**src/rtl/bp_cce_pkg.sv**
```systemverilog
// Shared types for the CCE arbiter: arbitration mode enum and a safe clog2
// helper so that single-requester builds still get a one-bit id.
package bp_cce_pkg;

   typedef enum logic {
      e_arb_fixed = 1'b0,
      e_arb_rr    = 1'b1
   } bp_cce_arb_mode_e;

   function automatic int safe_clog2(input int n);
      return (n <= 1) ? 1 : $clog2(n);
   endfunction

endpackage

```
**src/rtl/bp_cce_arb_rr_if.sv**
```systemverilog
// Requester-side and downstream-side signals of the CCE arbiter. The slave
// modport is the arbiter's view; master is the view of whatever drives it.
interface bp_cce_arb_rr_if
   import bp_cce_pkg::*;
#(
   parameter int num_req_p    = 2,
   parameter int data_width_p = 64
);
   localparam int id_width_lp = safe_clog2(num_req_p);

   logic [num_req_p-1:0]              req_v_i;
   logic [num_req_p*data_width_p-1:0] req_data_i;
   logic [num_req_p-1:0]              req_lock_i;
   logic [num_req_p-1:0]              req_yumi_o;
   logic                              v_o;
   logic [data_width_p-1:0]           data_o;
   logic [id_width_lp-1:0]            grant_id_o;
   logic                              ready_i;

   modport slave (
      input  req_v_i, req_data_i, req_lock_i, ready_i,
      output req_yumi_o, v_o, data_o, grant_id_o
   );

   modport master (
      output req_v_i, req_data_i, req_lock_i, ready_i,
      input  req_yumi_o, v_o, data_o, grant_id_o
   );

endinterface

```
**src/rtl/bp_cce_arb_pick.sv**
```systemverilog
// Purely combinational pick: scans the request vector from a start index
// (wrapping) or from index 0, returning a one-hot grant and its encoded id.
module bp_cce_arb_pick
   import bp_cce_pkg::*;
#(
   parameter int num_req_p   = 2,
   parameter int id_width_lp = 1
) (
   input  logic [num_req_p-1:0]   req_i,
   input  logic [id_width_lp-1:0] start_i,
   input  bp_cce_arb_mode_e       mode_i,
   output logic [num_req_p-1:0]   grant_o,
   output logic [id_width_lp-1:0] id_o,
   output logic                   v_o
);

   int                     idx;
   logic [id_width_lp-1:0] sel;

   // First requester found in scan order wins; later hits are ignored.
   always_comb begin
      grant_o = '0;
      id_o    = '0;
      v_o     = 1'b0;
      idx     = 0;
      sel     = '0;
      for (int i = 0; i < num_req_p; i++) begin
         idx = (mode_i == e_arb_rr) ? int'(start_i) + i : i;
         if (idx >= num_req_p) idx = idx - num_req_p;
         sel = id_width_lp'(idx);
         if (!v_o && req_i[sel]) begin
            grant_o[sel] = 1'b1;
            id_o         = sel;
            v_o          = 1'b1;
         end
      end
   end

endmodule

```
**src/rtl/bp_cce_arb_rr.sv**
```systemverilog
// CCE request arbiter: round-robin or fixed priority with optional grant
// locking, feeding a single registered output stage.
module bp_cce_arb_rr
   import bp_cce_pkg::*;
#(
   parameter int num_req_p    = 2,
   parameter int data_width_p = 64,
   parameter int rr_p         = 1
) (
   input logic            clk_i,
   input logic            reset_i,
   bp_cce_arb_rr_if.slave arb_if
);

   localparam int id_width_lp = safe_clog2(num_req_p);
   localparam bp_cce_arb_mode_e mode_lp = (rr_p != 0) ? e_arb_rr : e_arb_fixed;

   logic                    v_q, v_d;
   logic [data_width_p-1:0] data_q, data_d;
   logic [id_width_lp-1:0]  gid_q, gid_d;
   logic [id_width_lp-1:0]  ptr_q, ptr_d;
   logic                    lock_q, lock_d;
   logic [id_width_lp-1:0]  owner_q, owner_d;

   logic                    free;
   logic                    accept;
   logic [num_req_p-1:0]    ownerMask;
   logic [num_req_p-1:0]    eligible;
   logic [num_req_p-1:0]    grant;
   logic [id_width_lp-1:0]  pickId;
   logic                    pickV;
   logic [id_width_lp-1:0]  start;
   logic [data_width_p-1:0] dataMux;
   int                      nxt;

   assign free   = ~v_q | arb_if.ready_i;
   assign start  = (mode_lp == e_arb_rr) ? ptr_q : '0;
   assign accept = free & pickV & ~reset_i;

   // While locked only the owner may win; otherwise everyone is eligible.
   always_comb begin
      ownerMask = '0;
      for (int i = 0; i < num_req_p; i++) begin
         ownerMask[i] = !lock_q || (owner_q == id_width_lp'(i));
      end
   end

   assign eligible = arb_if.req_v_i & ownerMask;

   bp_cce_arb_pick #(
      .num_req_p   (num_req_p),
      .id_width_lp (id_width_lp)
   ) pick (
      .req_i   (eligible),
      .start_i (start),
      .mode_i  (mode_lp),
      .grant_o (grant),
      .id_o    (pickId),
      .v_o     (pickV)
   );

   always_comb begin
      dataMux = '0;
      for (int i = 0; i < num_req_p; i++) begin
         dataMux = dataMux |
            (arb_if.req_data_i[i*data_width_p +: data_width_p] & {data_width_p{grant[i]}});
      end
   end

   // Output stage loads on accept, drains when free, otherwise holds.
   always_comb begin
      v_d     = free ? pickV : v_q;
      data_d  = data_q;
      gid_d   = gid_q;
      ptr_d   = ptr_q;
      lock_d  = lock_q;
      owner_d = owner_q;
      nxt     = 0;
      if (accept) begin
         data_d = dataMux;
         gid_d  = pickId;
         lock_d = arb_if.req_lock_i[pickId];
         if (arb_if.req_lock_i[pickId]) owner_d = pickId;
         if (mode_lp == e_arb_rr) begin
            nxt = int'(pickId) + 1;
            if (nxt >= num_req_p) nxt = 0;
            ptr_d = id_width_lp'(nxt);
         end
      end
   end

   always_ff @(posedge clk_i) begin
      if (reset_i) begin
         v_q     <= 1'b0;
         data_q  <= '0;
         gid_q   <= '0;
         ptr_q   <= '0;
         lock_q  <= 1'b0;
         owner_q <= '0;
      end else begin
         v_q     <= v_d;
         data_q  <= data_d;
         gid_q   <= gid_d;
         ptr_q   <= ptr_d;
         lock_q  <= lock_d;
         owner_q <= owner_d;
      end
   end

   assign arb_if.req_yumi_o = accept ? grant : '0;
   assign arb_if.v_o        = v_q;
   assign arb_if.data_o     = data_q;
   assign arb_if.grant_id_o = gid_q;

endmodule

```
**src/flat_wrapper.sv**
```systemverilog
// flat-port wrapper written by rule: the top's interface ports become plain ports
module bp_cce_arb_rr_flat import bp_cce_pkg::*;
#(
   parameter int num_req_p    = 2,
   parameter int data_width_p = 64,
   parameter int rr_p         = 1
)
  (clk_i, reset_i, arb_if_req_v_i, arb_if_req_data_i, arb_if_req_lock_i, arb_if_ready_i, arb_if_req_yumi_o, arb_if_v_o, arb_if_data_o, arb_if_grant_id_o);
  bp_cce_arb_rr_if #(.num_req_p(num_req_p), .data_width_p(data_width_p)) arb_if_i ();
  input logic clk_i;
  input logic reset_i;
  input wire logic [$bits(arb_if_i.req_v_i)-1:0] arb_if_req_v_i;
  input wire logic [$bits(arb_if_i.req_data_i)-1:0] arb_if_req_data_i;
  input wire logic [$bits(arb_if_i.req_lock_i)-1:0] arb_if_req_lock_i;
  input wire logic [$bits(arb_if_i.ready_i)-1:0] arb_if_ready_i;
  output wire logic [$bits(arb_if_i.req_yumi_o)-1:0] arb_if_req_yumi_o;
  output wire logic [$bits(arb_if_i.v_o)-1:0] arb_if_v_o;
  output wire logic [$bits(arb_if_i.data_o)-1:0] arb_if_data_o;
  output wire logic [$bits(arb_if_i.grant_id_o)-1:0] arb_if_grant_id_o;
  assign arb_if_i.req_v_i = arb_if_req_v_i;
  assign arb_if_i.req_data_i = arb_if_req_data_i;
  assign arb_if_i.req_lock_i = arb_if_req_lock_i;
  assign arb_if_i.ready_i = arb_if_ready_i;
  assign arb_if_req_yumi_o = arb_if_i.req_yumi_o;
  assign arb_if_v_o = arb_if_i.v_o;
  assign arb_if_data_o = arb_if_i.data_o;
  assign arb_if_grant_id_o = arb_if_i.grant_id_o;
  bp_cce_arb_rr #(.num_req_p(num_req_p), .data_width_p(data_width_p), .rr_p(rr_p)) u_core (.clk_i(clk_i), .reset_i(reset_i), .arb_if(arb_if_i));
endmodule
```
**config.mk**
```make
export PLATFORM = sky130hd
export DESIGN_NAME = bp_cce_arb_rr_flat
export DESIGN_NICKNAME = d
export VERILOG_FILES = /design/src/rtl/bp_cce_pkg.sv /design/src/rtl/bp_cce_arb_rr_if.sv /design/src/rtl/bp_cce_arb_pick.sv /design/src/rtl/bp_cce_arb_rr.sv /design/src/flat_wrapper.sv
export SDC_FILE = /design/constraint.sdc
export NUM_CORES = 1
export LEC_CHECK = 0
export BUFFER_PORTS_ARGS = -buffer_cell sky130_fd_sc_hd__buf_2
export CAP_MARGIN = 30
export CORE_MARGIN = 5
export CORE_UTILIZATION = 45
export CTS_CLUSTER_SIZE = 24
export DETAILED_ROUTE_END_ITERATION = 16
export GPL_TIMING_DRIVEN = 0
export PLACE_DENSITY = 0.85
export SKIP_LAST_GASP = 1
export SLEW_MARGIN = 20
export SYNTH_ARGS = -nofsm -noshare
export SYNTH_HDL_FRONTEND = slang
export SYNTH_HIERARCHICAL = 1
export SYNTH_SLANG_ARGS = --single-unit
export TNS_END_PERCENT = 1
```
**constraint.sdc**
```tcl
create_clock -name clk_i -period 4.4 [get_ports clk_i]
set_input_delay 0.22 -clock clk_i [delete_from_list [all_inputs] [get_ports clk_i]]
set_output_delay 0.22 -clock clk_i [all_outputs]
set_load 0.01 [all_outputs]
```
==> results of run 1 <==
==> stage by stage <==
step                hold WS (ns)  power (mW)  cell area, sq um
global placement          0.4429       1.084              4220
floorplan                 0.3324      0.9291              3114
finish                    0.1080       1.653              4444
detailed placement        0.4561       1.096              4220
CTS                      0.09008       1.663              4444
global route              0.1143       1.741              4444
==> kinds of logic (layout without fill, tap and decap cells) <==
family / after synthesis / in the layout
multiplexers: 1 / 1
flip-flops: 69 / 69
buffers and inverters: 48 / 265
AO/OA/AOI/OAI: 206 / 206
AND/OR/NAND/NOR: 13 / 13
other: 1 / 2
==> per-layer routing <==
layer  part of all wire, %  wire (um)
met5                     0          0
met4                   1.2        140
met2                    51       5740
met1                    39       4371
met3                   8.5        949
==> power groups by stage <==
stage / combinational [mW] / clock, mW / sequential [mW]
2_1_floorplan: 0.186 / 0 / 0.743
5_1_grt: 0.415 / 0.613 / 0.712
6_report: 0.379 / 0.567 / 0.707
4_1_cts: 0.378 / 0.579 / 0.707
3_5_place_dp: 0.376 / 0 / 0.720
3_3_place_gp: 0.366 / 0 / 0.718
==> cell usage after synthesis, types with 2 or more instances <==
cell type | number | area, sq um
a211oi_1 | 65 | 488.0
a21boi_0 | 2 | 15.01
a21boi_1 | 2 | 15.01
a21oi_1 | 67 | 335.3
a22oi_1 | 64 | 480.5
a31oi_1 | 2 | 12.51
and3_1 | 2 | 12.51
buf_2 | 12 | 60.06
buf_4 | 9 | 67.56
buf_6 | 6 | 67.56
clkbuf_1 | 17 | 63.81
dfxtp_1 | 69 | 1381
inv_1 | 3 | 11.26
nand2b_1 | 2 | 12.51
nand3_1 | 2 | 10.01
nor2_1 | 3 | 11.26
nor2b_1 | 2 | 12.51
o21ai_0 | 2 | 10.01
==> state kept, by name (all words and copies together), names as in the netlist <==
signal and flops:
u_core/arb_if.data_o 64, u_core/arb_if.grant_id_o 1, u_core/owner_q 1, u_core/arb_if.v_o 1, u_core/ptr_q 1, u_core/lock_q 1
==> area by class of cell <==
cell class	count	area [sq um]
Clock buffer	10	137.6
Inverter	3	11.26
Buffer	45	262.8
Tap cell	80	100.1
Sequential cell	69	1381
Clock inverter	6	86.33
Multi-Input combinational cell	222	1459
Fill cell	569	2312
Timing Repair Buffer	201	1006
==> worst max path at each step <==
stage,cells after the start,to
detailed placement,7,arb_if_req_yumi_o[1]
finish,7,arb_if_req_yumi_o[0]
global route,7,arb_if_req_yumi_o[1]
floorplan,6,arb_if_req_yumi_o[1]
CTS,7,arb_if_req_yumi_o[1]
global placement,8,arb_if_req_yumi_o[0]
==> out/metrics.csv, run 1 <==
stage,metric,value,unit
synthesis,number of synthesized flops with an enable pin,0,
synthesis,"Top FF cell, synth",dfxtp_1,
synthesis,area share of and/or/nand/nor cells after synthesis,2.212,%
power,internal power,1.183,mW
floorplan,Rows,30,
min_path,WHS Endpoint,u_core/owner_q,
min_path,worst hold start,arb_if_req_lock_i[0],
synthesis,Post-Synth XOR/XNOR Area,0,%
synthesis,post-synthesis compound-gate area fraction,44.13,%
cells_and_area,most frequent cells in the layout,"213 x buf_2, 69 x dfxtp_1, 67 x a21oi_1, 65 x a211oi_1, 64 x a22oi_1",
clock_network,CTS resizes,0,
synthesis,Yosys warnings,6,
floorplan,num ports,203,
floorplan,die area,8675,sq um
synthesis,number of synthesized register bits,69,
global_routing,global-route wire length before repair,17320,um
clock_network,clk_lat worst skew,0.33,ns
place,Port Buffers,201,
clock_network,Worst-path clk slew,0.07,ns
power,Power Dens Cells,372.0,nW/um^2
worst_setup_path,delay of the slowest critical-path stage,0.39,ns
global_routing,met3 Resource Use GR,5.310,%
detailed_routing,Iteration-0 DRC Markers,187,
place,hpwl dp,8539,um
worst_setup_path,slowest CP cell,clkbuf_1,
power,VDD IR max,0.0001505,V
clock_network,post-CTS setup buffer count,0,
sta,Max Freq,393.1,MHz
min_path,Hold WC Path Type,input port to flip-flop,
synthesis,synthesized area,3110,sq um
power,Clock power frac,34.3,%
clock_network,Max Root-Sink Buffers,2,
worst_setup_path,CP Class,flip-flop to output port,
sta,crit share post-route,57.82,%
worst_setup_path,R2R setup slack,2.23,ns
detailed_routing,DRT antenna net count,0,
clock_network,CTS Sinks,69,
worst_setup_path,CP Launch Type,flip-flop,
floorplan,core area,6756,sq um
cells_and_area,antenna cells,0,
cells_and_area,nets,686,
sta,Setup Skew,0.01327,ns
worst_setup_path,Reg2Reg Depth,7,
place,Placed Cells,620,
detailed_routing,Routed WL,11200,um
place,Post-Place Worst Slack,2.269,ns
cells_and_area,Area Growth Syn to Fin,42.88,%
global_routing,initial antenna violation count,0,
flow_run,maxcap violations,0,
cells_and_area,fin util,65.78,%
detailed_routing,drt pass-1 iters,5,
synthesis,mux cell area share after synthesis,0.3218,%
power,Comb power frac,22.9,%
synthesis,Mean Syn Cell Area,9.203,sq um
worst_setup_path,Setup crit end kind,output port,
sta,fin crit period,2.544,ns
global_routing,grt met1 use,29.93,%
clock_network,TritonCTS Buffers,9,
min_path,WHS Path Cells,2,
worst_setup_path,Worst Path Arrival,2.32,ns
global_routing,largest net degree at the start of global routing,13,
cells_and_area,Post-Layout Cell Count,636,
place,RePlAce Congestion,0.7945,
power,Seq pwr share,42.8,%
floorplan,die width,93.14,um
detailed_routing,vias per std cell,5.728,
global_routing,total track usage,24.85,%
synthesis,Synth Area in Adders,0,%
synthesis,Synth async-reset ratio,0,%
global_routing,grt ovf,0,
cells_and_area,layout cell share with drive strength beyond 1,43.88,%
worst_setup_path,Worst setup startpoint,u_core/owner_q,
global_routing,vias in the first global route,3531,
floorplan,die outline height,93.14,um
global_routing,GR peak layer,met2,
worst_setup_path,r2r startpoint,u_core/owner_q,
synthesis,post-synthesis cell type count,25,
worst_setup_path,critical-path cell list,a21boi_0 -> inv_1 -> a31oi_1 -> buf_4 -> clkbuf_1 -> and3_1 -> buf_2,
status,status,"finished, final reports clean",
cells_and_area,"most common cell after layout, fill and taps aside",buf_2,
sta,final-report hold violation count,0,
sta,final setup violation count,0,
synthesis,Cells after Synth,338,
sta,final setup TNS,0,ns
detailed_routing,DRC errors left,0,
global_routing,met2 usage,43.79,%
detailed_routing,vias,3643,
worst_setup_path,Top delay family on crit path,buffers and inverters,
worst_setup_path,Worst EP required,4.18,ns
clock_network,root buffer cell,clkbuf_8,
power,Leak,2.029,nW
clock_network,CTS tree,yes,
worst_setup_path,crit-path max FO,10,
floorplan,Starting Density,46.04,%
power,switching part of the total power,28.42,%
synthesis,"Seq/Total Area, Yosys",44.41,%
worst_setup_path,RR Endpoint,u_core/arb_if.data_o[8],
clock_network,number of hold buffers added after cts,0,
synthesis,largest family of logic cells by synthesized area,compound AO/OA/AOI/OAI gates,
clock_network,CTS H-tree lvls,3,
worst_setup_path,WP buf/inv,4,
power,Switch Pwr,469.9,uW
sta,fin. max-slew vios,0,
detailed_routing,WL per Instance,17.61,um
sta,"Worst Setup Slack, final",1.856,ns
sta,RSZ-0062 raised after global routing,false,
Power figures use the tool's default switching activity.
==> run 2: changes to the inputs <==
Settings changed: ABC_AREA set to 1, CORE_UTILIZATION 45 to 39, PLACE_DENSITY 0.85 to 0.76.
Clock period 4.4 ns to 2.3 ns, I/O delays scaled along.
==> out/metrics.csv, run 2 <==
stage,metric,value,unit,change
synthesis,number of synthesized register bits,69,,unchanged
synthesis,"area leader, netlist",dfxtp_1,,
global_routing,vias in the first global route,3579,,+1.4%
floorplan,die area,10670,sq um,+23%
min_path,worst hold start,arb_if_ready_i,,
clock_network,root buffer cell,clkbuf_8,,
clock_network,Max Root-Sink Buffers,2,,unchanged
worst_setup_path,r2r startpoint,u_core/owner_q,,
synthesis,"Seq/Total Area, Yosys",40.71,%,-3.7 points
flow_run,maxcap violations,0,,unchanged
sta,final setup violation count,0,,unchanged
place,Placed Cells,839,,+35%
min_path,Hold WC Path Type,input port to flip-flop,,
cells_and_area,fin util,54.79,%,-11 points
worst_setup_path,Setup crit end kind,output port,,
worst_setup_path,Top delay family on crit path,buffers and inverters,,
sta,fin. max-slew vios,0,,unchanged
detailed_routing,WL per Instance,12.27,um,-30%
sta,Setup Skew,0.008086,ns,-0.005181 ns
cells_and_area,Post-Layout Cell Count,853,,+34%
synthesis,"Top FF cell, synth",dfxtp_1,,
sta,crit share post-route,90.12,%,
synthesis,most frequently used cell type in the post-synthesis netlist,nand2_1,,
detailed_routing,DRC errors left,0,,unchanged
status,status,"finished, final reports clean",,
worst_setup_path,WP buf/inv,5,,+1
global_routing,total track usage,18.83,%,-6.0 points
worst_setup_path,RR Endpoint,u_core/arb_if.data_o[9],,
cells_and_area,antenna cells,0,,unchanged
clock_network,post-CTS setup buffer count,0,,unchanged
floorplan,core area,8593,sq um,+27%
synthesis,Synth async-reset ratio,0,%,unchanged
worst_setup_path,delay of the slowest critical-path stage,0.37,ns,-0.02 ns
cells_and_area,nets,878,,+28%
worst_setup_path,Worst EP required,2.18,ns,-2.00 ns
clock_network,CTS tree,yes,,
min_path,WHS Path Cells,4,,+2
floorplan,die width,103.3,um,+11%
cells_and_area,Area Growth Syn to Fin,38.75,%,
detailed_routing,vias per std cell,4.580,,-20%
sta,fin crit period,2.073,ns,
synthesis,Mean Syn Cell Area,6.427,sq um,-30%
clock_network,TritonCTS Buffers,9,,unchanged
worst_setup_path,Reg2Reg Depth,10,,+3
detailed_routing,Routed WL,10470,um,-6.5%
synthesis,synthesized area,3393,sq um,+9.1%
sta,final-report hold violation count,0,,unchanged
worst_setup_path,R2R setup slack,0.57,ns,-1.66 ns
worst_setup_path,CP most frequent cell,buf_6,,
global_routing,largest net degree at the start of global routing,11,,-2
floorplan,Rows,34,,+13%
cells_and_area,most frequent cells in the layout,"221 x buf_2, 205 x nand2_1, 114 x nor2_1, 69 x dfxtp_1, 41 x o21ai_0",,
sta,Max Freq,482.4,MHz,
place,RePlAce Congestion,0.7796,,-1.9%
detailed_routing,Iteration-0 DRC Markers,96,,-49%
power,Leak,2.724,nW,+34%
place,hpwl dp,8270,um,-3.2%
synthesis,top post-synthesis cells by area,"dfxtp_1 41%, nand2_1 23%, nor2_1 13%",,
synthesis,Yosys warnings,6,,unchanged
floorplan,die outline height,103.3,um,+11%
worst_setup_path,slowest CP cell,dfxtp_1,,
global_routing,grt ovf,0,,unchanged
worst_setup_path,crit-path max FO,10,,unchanged
sta,RSZ-0062 raised after global routing,true,,
synthesis,Cells after Synth,528,,+56%
clock_network,Worst-path clk slew,0.07,ns,about the same
clock_network,CTS Sinks,69,,unchanged
worst_setup_path,critical-path cell list,inv_1 -> a21boi_1 -> or2_1 -> nand2_4 -> nor2_8 -> inv_4 -> buf_6 -> buf_6 -> nor2_1 -> buf_2,,
cells_and_area,Largest register FFs,64,,unchanged
synthesis,post-synthesis cell type count,23,,-8.0%
synthesis,number of synthesized flops with an enable pin,0,,unchanged
floorplan,num ports,203,,unchanged
place,Post-Place Worst Slack,0.4056,ns,-1.863 ns
cells_and_area,Filler Cells Inserted,860,,+51%
min_path,WHS Endpoint,u_core/arb_if.v_o,,
detailed_routing,vias,3907,,+7.2%
worst_setup_path,Worst Path Arrival,1.96,ns,-0.36 ns
global_routing,global-route wire length before repair,15880,um,-8.3%
clock_network,CTS H-tree lvls,3,,unchanged
floorplan,Starting Density,39.49,%,-6.5 points
global_routing,initial antenna violation count,0,,unchanged
synthesis,area share of the largest cell type after synthesis,40.71,%,-3.7 points
clock_network,clk_lat worst skew,0.33,ns,about the same
sta,"Worst Setup Slack, final",0.2272,ns,-1.629 ns
power,VDD IR max,0.0003324,V,+120%
detailed_routing,drt pass-1 iters,4,,-1
cells_and_area,"most common cell after layout, fill and taps aside",buf_2,,
power,Power Dens Cells,613.4,nW/um^2,+65%
cells_and_area,layout cell share with drive strength beyond 1,37.05,%,-6.8 points
synthesis,list of most frequent post-synthesis cells,"205 x nand2_1, 114 x nor2_1, 69 x dfxtp_1, 41 x o21ai_0, 20 x buf_2",,
place,Port Buffers,202,,+0.50%
worst_setup_path,CP Class,flip-flop to output port,,
detailed_routing,DRT antenna net count,0,,unchanged
worst_setup_path,CP Launch Type,flip-flop,,
[run 2: cell types whose count changed in the layout (fill, tap and decap cells not counted), moves of 4 or more]
cell	change
a21oi_1	-62
buf_2	+8
nor2_1	+111
clkbuf_1	-10
o21ai_1	+13
a211oi_1	-65
o21ai_0	+39
nor2_2	+19
nand2_1	+204
inv_1	+4
a22oi_1	-64
buf_4	-7
o21ai_2	+10
[run 2: report_power, final]
part | total [mW] | switching [mW] | leakage [nW] | internal (mW)
sequential | 1.35 | 0.0531 | 0.570 | 1.30
combinational | 0.708 | 0.405 | 2.07 | 0.303
clock | 0.828 | 0.431 | 0.0836 | 0.397
total | 2.89 | 0.889 | 2.72 | 2.00
[run 2: cells by family after synthesis]
family / after synthesis / synth area share [%]
AOI/OAI and AO/OA: 71 / 11.73
buffers and inverters: 44 / 7.264
other: 1 / 0.1105
and+or+nand+nor: 343 / 40.19
DFF: 69 / 40.71
[run 2: layout make-up]
cell class / instances / area (sq um) / area share, %
Buffer: 35 / 212.7 / 4.518
Clock buffer: 10 / 137.6 / 2.923
Clock inverter: 3 / 15.01 / 0.3189
Inverter: 9 / 36.28 / 0.7707
Multi-Input combinational cell: 416 / 1769 / 37.58
Sequential cell: 69 / 1381 / 29.34
Tap cell: 108 / 135.1 / 2.870
Timing Repair Buffer: 203 / 1021 / 21.68
[run 2: worst max-delay path by stage]
| stage | startpoint | endpoint | slack, ns | depth (start not counted) |
|---|---|---|---|---|
| after floorplan | u_core/lock_q | arb_if_req_yumi_o[0] | 0.72 | 8 |
| after global placement | u_core/owner_q | arb_if_req_yumi_o[1] | 0.50 | 9 |
| after detailed placement | u_core/owner_q | arb_if_req_yumi_o[1] | 0.41 | 9 |
| after CTS | u_core/owner_q | arb_if_req_yumi_o[1] | 0.04 | 9 |
| after global routing | u_core/owner_q | arb_if_req_yumi_o[1] | -0.006 | 9 |
| final | u_core/owner_q | arb_if_req_yumi_o[0] | 0.23 | 10 |
[run 2: worst register-to-register path, stage by stage, from the launching register on]
cell      delay [ns]
dfxtp_1         0.37
inv_1           0.05
a21boi_1        0.19
inv_1           0.08
a21oi_1         0.20
buf_4           0.24
buf_2           0.25
nand2_1         0.09
nand2_1         0.08
nor2_2          0.04
nor2_1          0.09
[run 2: metal layers]
metal  vias up  global-route usage, %  wire length (um)
li1       2050                      -                 -
met1      1690                  22.74              4263
met2       150                  32.76              5096
met3        17                  4.427               923
met4         0                  6.574               187
met5         -                      0                 0
[run 2: metrics by stage]
stage	power, mW	TNS [ns]	hold WS [ns]	instance area (sq um)
2_1_floorplan	1.780	0	0.1841	3397
3_3_place_gp	2.069	0	0.3314	4543
3_5_place_dp	2.088	0	0.3359	4543
4_1_cts	2.916	0	0.05029	4706
5_1_grt	3.057	-0.005834	0.05746	4708
6_report	2.888	0	0.05564	4708
[run 2: timing repair]
item                       CTS  global route
setup endpoints to repair    0             2
hold buffers                 1             0
hold endpoints to repair     3             0
gates resized for setup      0             4
==> run 3: changes to the inputs <==
Settings changed: MAX_ROUTING_LAYER set to met4.
==> out/metrics.csv, run 3 (same netlist as run 2, synthesis figures left out) <==
stage,metric,value,unit,change
global_routing,met2 usage,32.81,%,+0.049 points
floorplan,die area,10670,sq um,unchanged
power,Leak,2.724,nW,unchanged
power,Power Dens Cells,613.1,nW/um^2,about the same
sta,Max Freq,483.2,MHz,+0.17%
floorplan,die outline height,103.3,um,unchanged
cells_and_area,nets,878,,unchanged
sta,Hold WS,0.05899,ns,+0.003351 ns
global_routing,grt met1 use,22.99,%,+0.25 points
clock_network,Max Root-Sink Buffers,2,,unchanged
worst_setup_path,Setup crit end,arb_if_req_yumi_o[0],,
power,total power draw,2.887,mW,about the same
place,Port Buffers,202,,unchanged
worst_setup_path,CP Launch Type,flip-flop,,
worst_setup_path,r2r startpoint,u_core/owner_q,,
worst_setup_path,R2R setup slack,0.57,ns,about the same
cells_and_area,antenna cells,0,,unchanged
detailed_routing,Routed WL,10470,um,about the same
global_routing,total track usage,19.38,%,+0.55 points
sta,fin crit period,2.069,ns,-0.003430 ns
clock_network,Worst-path clk slew,0.07,ns,about the same
min_path,WHS Path Cells,4,,unchanged
detailed_routing,WL per Instance,12.27,um,about the same
clock_network,TritonCTS Buffers,9,,unchanged
sta,"Worst Setup Slack, final",0.2306,ns,+0.003430 ns
min_path,Hold WC Path Type,input port to flip-flop,,
worst_setup_path,RR Endpoint,u_core/arb_if.data_o[9],,
clock_network,root buffer cell,clkbuf_8,,
detailed_routing,drt pass-1 iters,4,,unchanged
place,Post-Place Worst Slack,0.4056,ns,unchanged
floorplan,num ports,203,,unchanged
global_routing,vias in the first global route,3581,,+0.056%
power,switching part of the total power,30.74,%,-0.032 points
cells_and_area,"most common cell after layout, fill and taps aside",buf_2,,
power,Comb power frac,24.5,%,about the same
clock_network,CTS tree,yes,,
power,internal power,2.000,mW,about the same
global_routing,largest net degree at the start of global routing,11,,unchanged
place,hpwl dp,8270,um,unchanged
floorplan,die width,103.3,um,unchanged
sta,RSZ-0062 raised after global routing,true,,
detailed_routing,Iteration-0 DRC Markers,99,,+3.1%
global_routing,met3 Resource Use GR,3.890,%,-0.54 points
global_routing,initial antenna violation count,0,,unchanged
place,RePlAce Congestion,0.7903,,+1.4%
status,status,"finished, final reports clean",,
clock_network,clk_lat worst skew,0.33,ns,about the same
sta,crit share post-route,89.97,%,-0.15 points
cells_and_area,Final Cell Area,4708,sq um,unchanged
place,Placed Area,4543,sq um,unchanged
worst_setup_path,Worst Path Arrival,1.95,ns,about the same
cells_and_area,most frequent cells in the layout,"221 x buf_2, 205 x nand2_1, 114 x nor2_1, 69 x dfxtp_1, 41 x o21ai_0",,
worst_setup_path,Setup crit end kind,output port,,
detailed_routing,vias per std cell,4.562,,-0.41%
worst_setup_path,CP Class,flip-flop to output port,,
clock_network,CTS H-tree lvls,3,,unchanged
floorplan,Starting Density,39.49,%,unchanged
detailed_routing,DRT antenna net count,0,,unchanged
global_routing,GR peak layer,met2,,
clock_network,CTS Sinks,69,,unchanged
power,Switch Pwr,887.3,uW,-0.14%
cells_and_area,fin util,54.79,%,unchanged
power,Clock power frac,28.6,%,about the same
worst_setup_path,Reg2Reg Depth,10,,unchanged
sta,fin. max-slew vios,0,,unchanged
detailed_routing,DRC errors left,0,,unchanged
floorplan,Rows,34,,unchanged
sta,final-report hold violation count,0,,unchanged
flow_run,maxcap violations,0,,unchanged
detailed_routing,vias,3891,,-0.41%
worst_setup_path,crit-path max FO,10,,unchanged
cells_and_area,layout cell share with drive strength beyond 1,37.05,%,unchanged
global_routing,global-route wire length before repair,15860,um,about the same
cells_and_area,Largest register FFs,64,,unchanged
power,Seq pwr share,46.8,%,about the same
sta,final setup violation count,0,,unchanged
global_routing,grt ovf,0,,unchanged
worst_setup_path,Worst setup startpoint,u_core/owner_q,,
worst_setup_path,Worst EP required,2.18,ns,about the same
power,VDD IR max,0.0003324,V,about the same
cells_and_area,Area Growth Syn to Fin,38.75,%,unchanged
floorplan,core area,8593,sq um,unchanged
sta,Setup Skew,0.008286,ns,+0.0002000 ns
run 3: cell counts in the layout (fill, tap and decap cells not counted):
No cell type changed its count.
run 3: timing repair:
action | in CTS | in global routing
hold buffers | 1 | 0
setup endpoints to repair | 0 | 2
endpoints found under the hold margin | 3 | 0
gates resized for setup | 0 | 4
buffers inserted | 0 | 0
run 3: worst min path at each step:
stage                    from  slack, ns                 to
2_1_floorplan         reset_i       0.18      u_core/lock_q
3_3_place_gp          reset_i       0.33       u_core/ptr_q
3_5_place_dp          reset_i       0.34      u_core/lock_q
4_1_cts        arb_if_ready_i       0.05  u_core/arb_if.v_o
5_1_grt        arb_if_ready_i       0.06  u_core/arb_if.v_o
6_report       arb_if_ready_i       0.06  u_core/arb_if.v_o
run 3: per-layer routing:
layer	part of all wire (%)	vias up
met5	0	-
met4	1.5	0
met3	7.9	14
met2	49	141
met1	42	1685
li1	-	2051
run 3: worst max-delay path, stage by stage, from the launching register on:
cell	delay [ns]
dfxtp_1	0.37
inv_1	0.05
a21boi_1	0.19
or2_1	0.18
nand2_4	0.08
nor2_8	0.17
inv_4	0.07
buf_6	0.15
buf_6	0.15
nor2_1	0.08
buf_2	0.13
run 3: power groups by stage:
stage | Sequential, mW | Combinational, mW | Clock [mW]
after global placement | 1.37 | 0.695 | 0
after global routing | 1.36 | 0.798 | 0.896
after CTS | 1.35 | 0.714 | 0.850
after floorplan | 1.42 | 0.358 | 0
final | 1.35 | 0.708 | 0.827
after detailed placement | 1.38 | 0.711 | 0
run 3: area by class of cell:
type	count	area, sq um
fill	860	3885
inverter	9	36.28
sequential	69	1381
multi-input combinational	416	1769
clock inverter	3	15.01
timing repair buffer	203	1021
tap	108	135.1
buffer	35	212.7
clock buffer	10	137.6
run 3: stage by stage:
step | std cells | TNS, ns
after floorplan | 529 | 0
after global placement | 839 | 0
after detailed placement | 839 | 0
after CTS | 853 | 0
after global routing | 853 | -0.005834
final | 853 | 0
